$ cat config.mk
export PLATFORM = sky130hd
export DESIGN_NAME = skinny_sbox_layer_serial
export DESIGN_NICKNAME = d
export VERILOG_FILES = /design/src/rtl/skinny_masked_pkg.sv /design/src/rtl/skinny_sbox_layer_serial_core.sv /design/src/rtl/skinny_sbox_layer_serial.sv
export SDC_FILE = /design/constraint.sdc
export NUM_CORES = 1
export LEC_CHECK = 0
export BUFFER_PORTS_ARGS = -buffer_cell sky130_fd_sc_hd__buf_2
export CORE_MARGIN = 4
export CORE_UTILIZATION = 44
export DETAILED_ROUTE_END_ITERATION = 8
export MAX_ROUTING_LAYER = met4
export PLACE_DENSITY = 0.71
export SETUP_SLACK_MARGIN = 0.02
export SLEW_MARGIN = 20
export SYNTH_ARGS = -nofsm -noshare
export SYNTH_HDL_FRONTEND = slang
export SYNTH_SLANG_ARGS = --single-unit
$ cat constraint.sdc
create_clock -name clk -period 4.1 [get_ports clk]
set_input_delay 0.205 -clock clk [delete_from_list [all_inputs] [get_ports clk]]
set_output_delay 0.205 -clock clk [all_outputs]
set_load 0.01 [all_outputs]
$ cat src/rtl/skinny_masked_pkg.sv
// Shared constants, FSM encoding and S-box reference table for the masked SKINNY-64 datapath.
// Latency: none (package only).
// Backpressure: none (package only).
package skinny_masked_pkg;

  localparam int NIBBLES  = 16;
  localparam int SBOX_LAT = 3;

  typedef enum logic [1:0] {
    ST_IDLE = 2'd0,
    ST_RUN  = 2'd1,
    ST_DONE = 2'd2
  } layer_state_t;

  // SKINNY-64 S-box, entry k in bits [4k+3:4k]: c,6,9,0,1,a,2,b,3,8,5,d,4,e,7,f
  localparam logic [63:0] SKINNY_SBOX_TABLE = 64'hF7E4D583B2A1096C;

  function automatic logic [3:0] skinny_sbox_ref(input logic [3:0] x);
    logic [63:0] tab;
    tab = SKINNY_SBOX_TABLE;
    return tab[{x, 2'b00} +: 4];
  endfunction

endpackage

$ cat src/rtl/skinny_sbox_layer_serial_core.sv
// 3-share masked SKINNY-64 S-box core: two DOM AND stages, then output delay registers.
// Latency: LAT cycles (LAT >= 3), fully pipelined, one nibble per cycle.
// Backpressure: none; a new nibble and 8 fresh random bits are taken every cycle.
module skinny_sbox_layer_serial_core #(
  parameter int LAT = 3
) (
  input  logic       clk,
  input  logic       rst,
  input  logic [3:0] in1,
  input  logic [3:0] in2,
  input  logic [3:0] in3,
  input  logic [7:0] rnd,
  output logic [3:0] out1,
  output logic [3:0] out2,
  output logic [3:0] out3
);

  // The S-box is four rounds of x0 ^= NOR(x3, x2) with a left rotate between rounds.
  // Unrolled: t1 = a0^NOR(a3,a2), t2 = a3^NOR(a2,a1), t3 = a2^NOR(a1,t1),
  // t4 = a1^NOR(t1,t2), result {t1,t2,t3,t4}. t1/t2 need only the inputs, t3/t4 need t1/t2,
  // giving two AND stages. NOR(a,b) = (~a)&(~b); inverting share 1 alone inverts the value.

  // Three-share DOM AND; the third pairwise mask is derived from the other two so each
  // AND needs only two fresh bits. Returns {share3, share2, share1}.
  function automatic logic [2:0] dom_and(input logic x1, input logic x2, input logic x3,
                                         input logic y1, input logic y2, input logic y3,
                                         input logic r01, input logic r12);
    logic       r02;
    logic [2:0] z;
    r02  = r01 ^ r12;
    z[0] = (x1 & y1) ^ (x1 & y2) ^ r01 ^ (x1 & y3) ^ r02;
    z[1] = (x2 & y2) ^ (x2 & y1) ^ r01 ^ (x2 & y3) ^ r12;
    z[2] = (x3 & y3) ^ (x3 & y1) ^ r02 ^ (x3 & y2) ^ r12;
    return z;
  endfunction

  // Stage-1 register per share: [3]=t1, [2]=t2, [1]=a2, [0]=a1
  logic [3:0] p1_1_q, p1_2_q, p1_3_q;
  logic [3:0] p1_1_d, p1_2_d, p1_3_d;
  // Stage-2 register per share: {t1,t2,t3,t4}
  logic [3:0] p2_1_q, p2_2_q, p2_3_q;
  logic [3:0] p2_1_d, p2_2_d, p2_3_d;
  logic [11:0] dly_q [LAT-2];

  // First AND stage: t1 and t2 from the input shares
  always_comb begin
    logic [2:0] n32, n21;
    n32 = dom_and(~in1[3], in2[3], in3[3], ~in1[2], in2[2], in3[2], rnd[0], rnd[1]);
    n21 = dom_and(~in1[2], in2[2], in3[2], ~in1[1], in2[1], in3[1], rnd[2], rnd[3]);
    p1_1_d = {in1[0] ^ n32[0], in1[3] ^ n21[0], in1[2], in1[1]};
    p1_2_d = {in2[0] ^ n32[1], in2[3] ^ n21[1], in2[2], in2[1]};
    p1_3_d = {in3[0] ^ n32[2], in3[3] ^ n21[2], in3[2], in3[1]};
  end

  // Second AND stage: t3 and t4 from registered t1, t2, a1, a2
  always_comb begin
    logic [2:0] n1t, ntt;
    n1t = dom_and(~p1_1_q[0], p1_2_q[0], p1_3_q[0], ~p1_1_q[3], p1_2_q[3], p1_3_q[3], rnd[4], rnd[5]);
    ntt = dom_and(~p1_1_q[3], p1_2_q[3], p1_3_q[3], ~p1_1_q[2], p1_2_q[2], p1_3_q[2], rnd[6], rnd[7]);
    p2_1_d = {p1_1_q[3:2], p1_1_q[1] ^ n1t[0], p1_1_q[0] ^ ntt[0]};
    p2_2_d = {p1_2_q[3:2], p1_2_q[1] ^ n1t[1], p1_2_q[0] ^ ntt[1]};
    p2_3_d = {p1_3_q[3:2], p1_3_q[1] ^ n1t[2], p1_3_q[0] ^ ntt[2]};
  end

  // Pipeline registers: two AND stages, then LAT-2 output delay stages
  always_ff @(posedge clk) begin
    if (rst) begin
      p1_1_q <= '0; p1_2_q <= '0; p1_3_q <= '0;
      p2_1_q <= '0; p2_2_q <= '0; p2_3_q <= '0;
      for (int k = 0; k < LAT-2; k++) dly_q[k] <= '0;
    end else begin
      p1_1_q <= p1_1_d; p1_2_q <= p1_2_d; p1_3_q <= p1_3_d;
      p2_1_q <= p2_1_d; p2_2_q <= p2_2_d; p2_3_q <= p2_3_d;
      dly_q[0] <= {p2_3_q, p2_2_q, p2_1_q};
      for (int k = 1; k < LAT-2; k++) dly_q[k] <= dly_q[k-1];
    end
  end

  assign out1 = dly_q[LAT-3][3:0];
  assign out2 = dly_q[LAT-3][7:4];
  assign out3 = dly_q[LAT-3][11:8];

endmodule

$ cat src/rtl/skinny_sbox_layer_serial.sv
// Nibble-serial masked SKINNY-64 S-box layer over three Boolean shares.
// Latency: NIBBLES+SBOX_LAT+1 cycles from accepted start to the done-high cycle.
// Backpressure: none; start is only accepted in IDLE and ignored while busy or in DONE.
module skinny_sbox_layer_serial #(
  parameter int NIBBLES  = skinny_masked_pkg::NIBBLES,
  parameter int SBOX_LAT = skinny_masked_pkg::SBOX_LAT
) (
  input  logic                 clk,
  input  logic                 rst,
  input  logic                 start,
  input  logic [4*NIBBLES-1:0] in_s0,
  input  logic [4*NIBBLES-1:0] in_s1,
  input  logic [4*NIBBLES-1:0] in_s2,
  input  logic [7:0]           rnd,
  output logic                 busy,
  output logic                 done,
  output logic [4*NIBBLES-1:0] out_s0,
  output logic [4*NIBBLES-1:0] out_s1,
  output logic [4*NIBBLES-1:0] out_s2
);

  import skinny_masked_pkg::*;

  localparam int         W         = 4 * NIBBLES;
  localparam logic [4:0] CAP_FIRST = 5'(SBOX_LAT);
  localparam logic [4:0] CNT_LAST  = 5'(NIBBLES + SBOX_LAT - 1);

  layer_state_t state_q, state_d;
  logic [4:0]   cnt_q;
  logic [W-1:0] feed0_q, feed1_q, feed2_q;
  logic [W-1:0] res0_q, res1_q, res2_q;
  logic [3:0]   core_o1, core_o2, core_o3;
  logic         load, run;

  // FSM state register
  always_ff @(posedge clk) begin
    if (rst) state_q <= ST_IDLE;
    else     state_q <= state_d;
  end

  // Next state and control: start only counts in IDLE, DONE lasts one cycle
  always_comb begin
    state_d = state_q;
    load    = 1'b0;
    run     = 1'b0;
    case (state_q)
      ST_IDLE: begin
        if (start) begin
          load    = 1'b1;
          state_d = ST_RUN;
        end
      end
      ST_RUN: begin
        run = 1'b1;
        if (cnt_q == CNT_LAST) state_d = ST_DONE;
      end
      ST_DONE: state_d = ST_IDLE;
      default: state_d = ST_IDLE;
    endcase
  end

  assign busy = (state_q == ST_RUN);
  assign done = (state_q == ST_DONE);

  // Feed shift, output capture and cycle counter; the core sees feed flops directly
  always_ff @(posedge clk) begin
    if (rst) begin
      cnt_q   <= '0;
      feed0_q <= '0; feed1_q <= '0; feed2_q <= '0;
      res0_q  <= '0; res1_q  <= '0; res2_q  <= '0;
    end else if (load) begin
      cnt_q   <= '0;
      feed0_q <= in_s0;
      feed1_q <= in_s1;
      feed2_q <= in_s2;
    end else if (run) begin
      cnt_q   <= cnt_q + 5'd1;
      feed0_q <= {feed0_q[W-5:0], 4'h0};
      feed1_q <= {feed1_q[W-5:0], 4'h0};
      feed2_q <= {feed2_q[W-5:0], 4'h0};
      // Core output for nibble i arrives SBOX_LAT cycles after it was presented
      if (cnt_q >= CAP_FIRST && cnt_q <= CNT_LAST) begin
        res0_q <= {res0_q[W-5:0], core_o1};
        res1_q <= {res1_q[W-5:0], core_o2};
        res2_q <= {res2_q[W-5:0], core_o3};
      end
    end
  end

  skinny_sbox_layer_serial_core #(
    .LAT (SBOX_LAT)
  ) u_core (
    .clk  (clk),
    .rst  (rst),
    .in1  (feed0_q[W-1:W-4]),
    .in2  (feed1_q[W-1:W-4]),
    .in3  (feed2_q[W-1:W-4]),
    .rnd  (rnd),
    .out1 (core_o1),
    .out2 (core_o2),
    .out3 (core_o3)
  );

  assign out_s0 = res0_q;
  assign out_s1 = res1_q;
  assign out_s2 = res2_q;

endmodule

* Word level (Yosys, flattened, before mapping)
Memory sizes are Yosys's and may differ from the RTL's. A register that Yosys moved wholly into a read port is not among the register bits.
Cells that the tools add are included.
** Word-level totals
- Register bits :: 415
- Bits of input ports :: 203
- Output and inout port bits :: 194
- Memories kept :: 1
- Memory bits (writable) :: 12
** Memory list
- u_core.dly_q :: words 1, width 12, read ports 1, clocked after Yosys merged registers in 1, write ports 1, RTL line skinny_sbox_layer_serial_core.sv:43 : logic [11:0] dly_q [LAT-2];
** Operators by class
- Reductions and logical operators :: 7
- Bitwise gates (word level) :: 107
- Eq/ne operators :: 5
- Order comparisons :: 2
- Add/sub/neg operators :: 1
- Muxes and demuxes :: 17
** Operator list (number)
- $mux W64 :: 6
- $xor A1 B1 Y1 :: 64
- $and A1 B1 Y1 :: 36
- $mux W12 :: 1
- $reduce_or A12 Y1 :: 1
- $mux W1 :: 7
- $not A1 Y1 :: 7
- $add A5 B1 Y5 const B :: 1
- $eq A5 B5 Y1 const B :: 1
- $ge A5 B2 Y1 const B :: 1
- $le A5 B5 Y1 const B :: 1
- $mux W2 :: 2
- $pmux W2 S2 :: 1
- $reduce_and A3 Y1 :: 1
- $eq A2 B1 Y1 const B :: 1
- $eq A2 B2 Y1 const B :: 1
- $logic_not A2 Y1 :: 1
- $ne A2 B1 Y1 const B :: 1
- $ne A2 B2 Y1 const B :: 1
- $reduce_and A2 Y1 :: 1
- $reduce_bool A2 Y1 :: 1
- $reduce_or A2 Y1 :: 1
- $logic_and A1 B1 Y1 :: 1

* Longest topological paths before layout
- Word-level depth :: 7
- Gate-level depth with buffers :: 9
- Depth with buffers taken out :: 6

* Hierarchy
From an unflattened synthesis, not the netlist that was laid out.
** Second synthesis, totals
- Cells, all modules :: 1647
- Area total of the unflattened synthesis :: 16440.8 um2
** Modules (own cells, without submodules)
- skinny_sbox_layer_serial :: cells an instance 1528, times used 1, sequential area each 7827.5 um2, area each 15063.2 um2
- skinny_sbox_layer_serial_core :: cells an instance 119, times used 1, sequential area each 720.7 um2, area each 1377.6 um2

* Worst setup path after synthesis
No wires, ideal clock.
- Path type :: register to register
- Start point :: reg cnt_q[0]
- End point :: reg res0_q[0], in the netlist out_s0[0] (read register of u_core.dly_q)
- Arrival :: 1.550 ns
- Slack :: 2.431 ns
- Stages on the path, launching flop included :: 10
- Buffers on the path :: 3
- Required time :: 3.980 ns
- Path through :: dfxtp_1 > inv_1 > ha_1 > nor2b_1 > o31ai_2 > and3_1 > buf_4 > buf_6 > buf_6 > mux2i_1
** On the way
- Cells in the longest elaborated chain, start to end :: 3
- Elaborated cells between the ends (all ways) :: 4
- Those cells by class :: 2 x order compare; 2 x reduce/logical
** Ends and longest elaborated chain
- start, declared :: RTL line skinny_sbox_layer_serial.sv:29 : logic [4:0] cnt_q;
- start signal, assigned :: RTL line skinny_sbox_layer_serial.sv:77 : cnt_q <= cnt_q + 5'd1;
- $ge A5 B2 Y1 or $le A5 B5 Y1 (tied branches) :: RTL line skinny_sbox_layer_serial.sv:82 : if (cnt_q >= CAP_FIRST && cnt_q <= CNT_LAST) begin
- $logic_and A1 B1 Y1 (*) :: RTL line skinny_sbox_layer_serial.sv:82
- $reduce_and A3 Y1 (no source line) (*)
- end, declared :: RTL line skinny_sbox_layer_serial.sv:31 : logic [W-1:0] res0_q, res1_q, res2_q;
Mark *: on every way between the ends. The rest lies on a longest branch, timed or not.
A chain may end at the register's enable or synchronous reset.

* Worst setup path in the final report
- Start point :: reg state_q[0]
- End point :: out busy
** On the way
- Cells in the longest elaborated chain, start to end :: 1
** Ends and longest elaborated chain
- start, declared :: RTL line skinny_sbox_layer_serial.sv:28 : layer_state_t state_q, state_d;
- start signal, assigned :: RTL line skinny_sbox_layer_serial.sv:38 : else state_q <= state_d;
- $eq A2 B1 Y1 :: RTL line skinny_sbox_layer_serial.sv:62 : assign busy = (state_q == ST_RUN);
- end, declared :: RTL line skinny_sbox_layer_serial.sv:15 : output logic busy,
Every way passes these cells.

==> metrics.md <==
| Metric | Value |
|---|---|
| Run status | `finished, final reports clean` |
| Vias in the first global route | `14100` |
| Gr ovfl total | `0` |
| Slew headroom | `32.8%` |
| Sequential power share | `47.3%` |
| Critical Path AT | `2.30 ns` |
| Worst skew pair latency | `0.55 ns` |
| RSZ-0062 raised after global routing | `no` |
| Pin count of the biggest net entering global routing | `214` |
| Synth Area in Adders | `0.153%` |
| Met2 usage | `35.9%` |
| Kind of start point of the critical path | `register` |
| # fillers | `3008` |
| Worst setup EP type | `output port` |
| VDD IR max | `322 uV` |
| Clock share of power | `43.3%` |
| Total Nets Final | `2363` |
| CTS Buffer Depth | `3` |
| Synth Cell Area | `16300 um2` |
| Leakage | `8.76 nW` |
| Min-delay worst type | `primary input to register` |
| Final WL | `45200 um` |
| Die height | `201 um` |
| M3 GR Usage | `4.80%` |
| Synth top area cells | `dfxtp_1 (52%), mux2i_1 (12%), a22oi_1 (8.3%)` |
| Total Routing Usage GR | `21.9%` |
| Max_cap viols | `0` |
| Largest area contributor in the synthesized netlist | `dfxtp_1` |
| Pwr dens | `429 nW/um2` |
| Fmax | `399 MHz` |
| Switch Pwr | `2.16 mW` |
| Post-DP HPWL | `27800 um` |
| Met1 Track Usage GR | `26.6%` |
| Worst Tran Pin Value | `1.01 ns` |
| Hold Buf Count CTS | `191` |
| Final Hold Viols | `0` |
| H-Tree Level Count | `2` |
| Busiest grt layer | `met2` |
| Initial antenna violation count | `6` |
| Die Span X | `201 um` |
| Post-Synth Simple-Gate Area | `15.0%` |
| Fin. max-slew vios | `0` |
| Synth Area in XOR/XNOR | `2.05%` |
| Pre-CTS WS | `1.65 ns` |
| Initial Utilization | `44.6%` |
| Cts bufs inserted | `45` |
| First-pass GRT wire length | `72200 um` |
| Final worst path period share | `61.1%` |
| Synthesized area per cell | `9.92 um2` |
| FF+latch count, synth | `427` |
| Final std cells w/o fill | `2663` |
| Root Driver | `clkbuf_16` |
| Internal Power | `7.19 mW` |
| Placed insts | `2388` |
| Iter 0 DRT Violations | `856` |
| Yosys top cell area share | `52.3%` |
| Area of the core | `36600 um2` |
| RePlAce Congestion | `0.811` |
| Core Rows | `70` |
| Comb pwr share | `9.5%` |
| Synth-to-layout area growth | `33.3%` |
| Layout cell share with drive strength beyond 1 | `21.8%` |
| Via/cell ratio | `5.21` |
| IO Pins | `397` |
| Unique masters post-synth | `29` |
| Port Buf Inserts | `396` |
| Post-detailed-route count of antenna-violating nets | `0` |
| Post-CTS Resized | `0` |
| Critical path type | `register to output port` |
| Post-CTS setup buffers | `0` |
| Final setup violation count | `0` |
| Max FO, Critical Path | `161` |
| DIE AREA | `40300 um2` |
| Setup ws final | `1.60 ns` |
| CTS tree | `built` |
| Seq/Total Area, Yosys | `52.3%` |
| 1st-pass router iterations | `6` |
| Final core utilization | `59.5%` |
| Required @ worst endpoint | `3.89 ns` |
| Compound-Gate Fraction of Synth Area | `14.4%` |
| Sw frac | `23.1%` |
| Worst Clk Skew | `0.0127 ns` |
| Main combinational cell family by area after synthesis | `simple AND/OR/NAND/NOR gates` |
| Fin Setup TNS | `0 ns` |
| Mux cell area share after synthesis | `11.8%` |
| CTS Sinks | `427` |
| CTS clk-pin slew, worst paths | `0.06 ns` |
| WL/cell | `17.0 um` |
| Ys Warns | `0` |
| Syn Inst Count | `1648` |
| Syn nets | `1853` |
| Post-route DRC | `0` |
| Min Tclk post-route | `2.50 ns` |
| DR vias | `13900` |
layer usage:
metal | wire [um] | vias up
met4 | 1570 | 0
met5 | 0 | -
met1 | 18800 | 6482
met3 | 2940 | 112
li1 | - | 6748
met2 | 21900 | 539
stage by stage:
step	area, um2	total power [mW]	hold WS (ns)
2_1_floorplan	16300	5.00	0.341
3_3_place_gp	18400	5.21	0.428
3_5_place_dp	18400	5.23	0.434
4_1_cts	21800	9.42	0.00248
5_1_grt	21800	9.71	0.0236
6_report	21800	9.35	0.0172
sequential cells by signal (all words and copies together), names as in the netlist:
register and flops:
out_s1 64, feed0_q 64, u_core.p1_1_q 4, u_core.p2_1_q 4
u_core.p1_3_q 4, u_core.dly_q 12, u_core.p2_3_q 4, state_q 2
cnt_q 5, u_core.p2_2_q 4, out_s0 64, out_s2 64
feed2_q 64, feed1_q 64, u_core.p1_2_q 4
final cells by class:
type / count / area, um2 / area share (%)
antenna: 6 / 15.0 / 0.0689
clock buffer: 67 / 1300 / 5.96
clock inverter: 11 / 161 / 0.741
inverter: 2 / 12.5 / 0.0574
multi-input combinational: 1085 / 7110 / 32.6
sequential: 427 / 8550 / 39.2
tap: 468 / 586 / 2.69
timing repair buffer: 597 / 4060 / 18.6
layout by cell type (no fill, tap or decap), types with 6 or more instances in the layout:
cell and n:
dfxtp_1 427, buf_2 395, nand2b_1 208, nand2_1 199
a21oi_1 197, mux2i_1 192, dlygate4sd3_1 191, a22oi_1 180
clkbuf_16 45, nor2b_1 26, xnor2_1 17, nand3_1 15
nor2_1 13, clkbuf_1 13, xor2_1 11, nor3_1 9
clkbuf_8 9, diode_2 6, buf_12 6
power by group through the flow:
stage	Sequential [mW]	Combinational (mW)	Clock (mW)
after floorplan	4.48	0.526	0
after global placement	4.50	0.709	0
after detailed placement	4.51	0.724	0
after CTS	4.42	0.869	4.14
after global routing	4.43	0.971	4.31
final	4.42	0.885	4.04
synth_stat cells:
master and number:
dfxtp_1 427, nand2b_1 208, nand2_1 199, a21oi_1 197, mux2i_1 192, a22oi_1 180, clkbuf_1 75, buf_2 30
nor2b_1 26, xnor2_1 17, nand3_1 15, buf_6 13, nor2_1 13, buf_4 11, xor2_1 11, nor3_1 9
and3_1 5, buf_1 4, xnor3_1 4, ha_1 2, nand4_1 2, a2111oi_0 1, buf_8 1, inv_1 1
inv_2 1, nand2b_4 1, nor2_4 1, nor3b_1 1, o31ai_2 1
cell families (layout without fill, tap and decap cells):
logic type | after synthesis | in the layout
AND/OR/NAND/NOR | 480 | 480
flip-flops | 427 | 427
AO/OA/AOI/OAI | 379 | 379
multiplexers | 192 | 192
buffers and inverters | 136 | 677
XOR/XNOR | 32 | 32
adder cells (fa/ha/maj) | 2 | 2
other | 0 | 6
final timing paths:
check / from / endpoint / slack [ns] / cells after the start
worst max register to register: state_q[0] / out_s1[28] / 1.65 / 5
worst min-delay path: in_s2[60] / feed2_q[60] / 0.02 / 3
worst min register to register: u_core.p2_2_q[1] / u_core.dly_q[0][5] / 0.44 / 1
worst max-delay path: state_q[0] / busy / 1.60 / 4
worst max-delay path: stages, from the launching register on:
cell	delay (ns)
dfxtp_1	0.42
nand2b_4	0.19
inv_6	0.28
buf_12	0.58
buf_2	0.25
No activity file was read; power rests on OpenSTA's default activity.
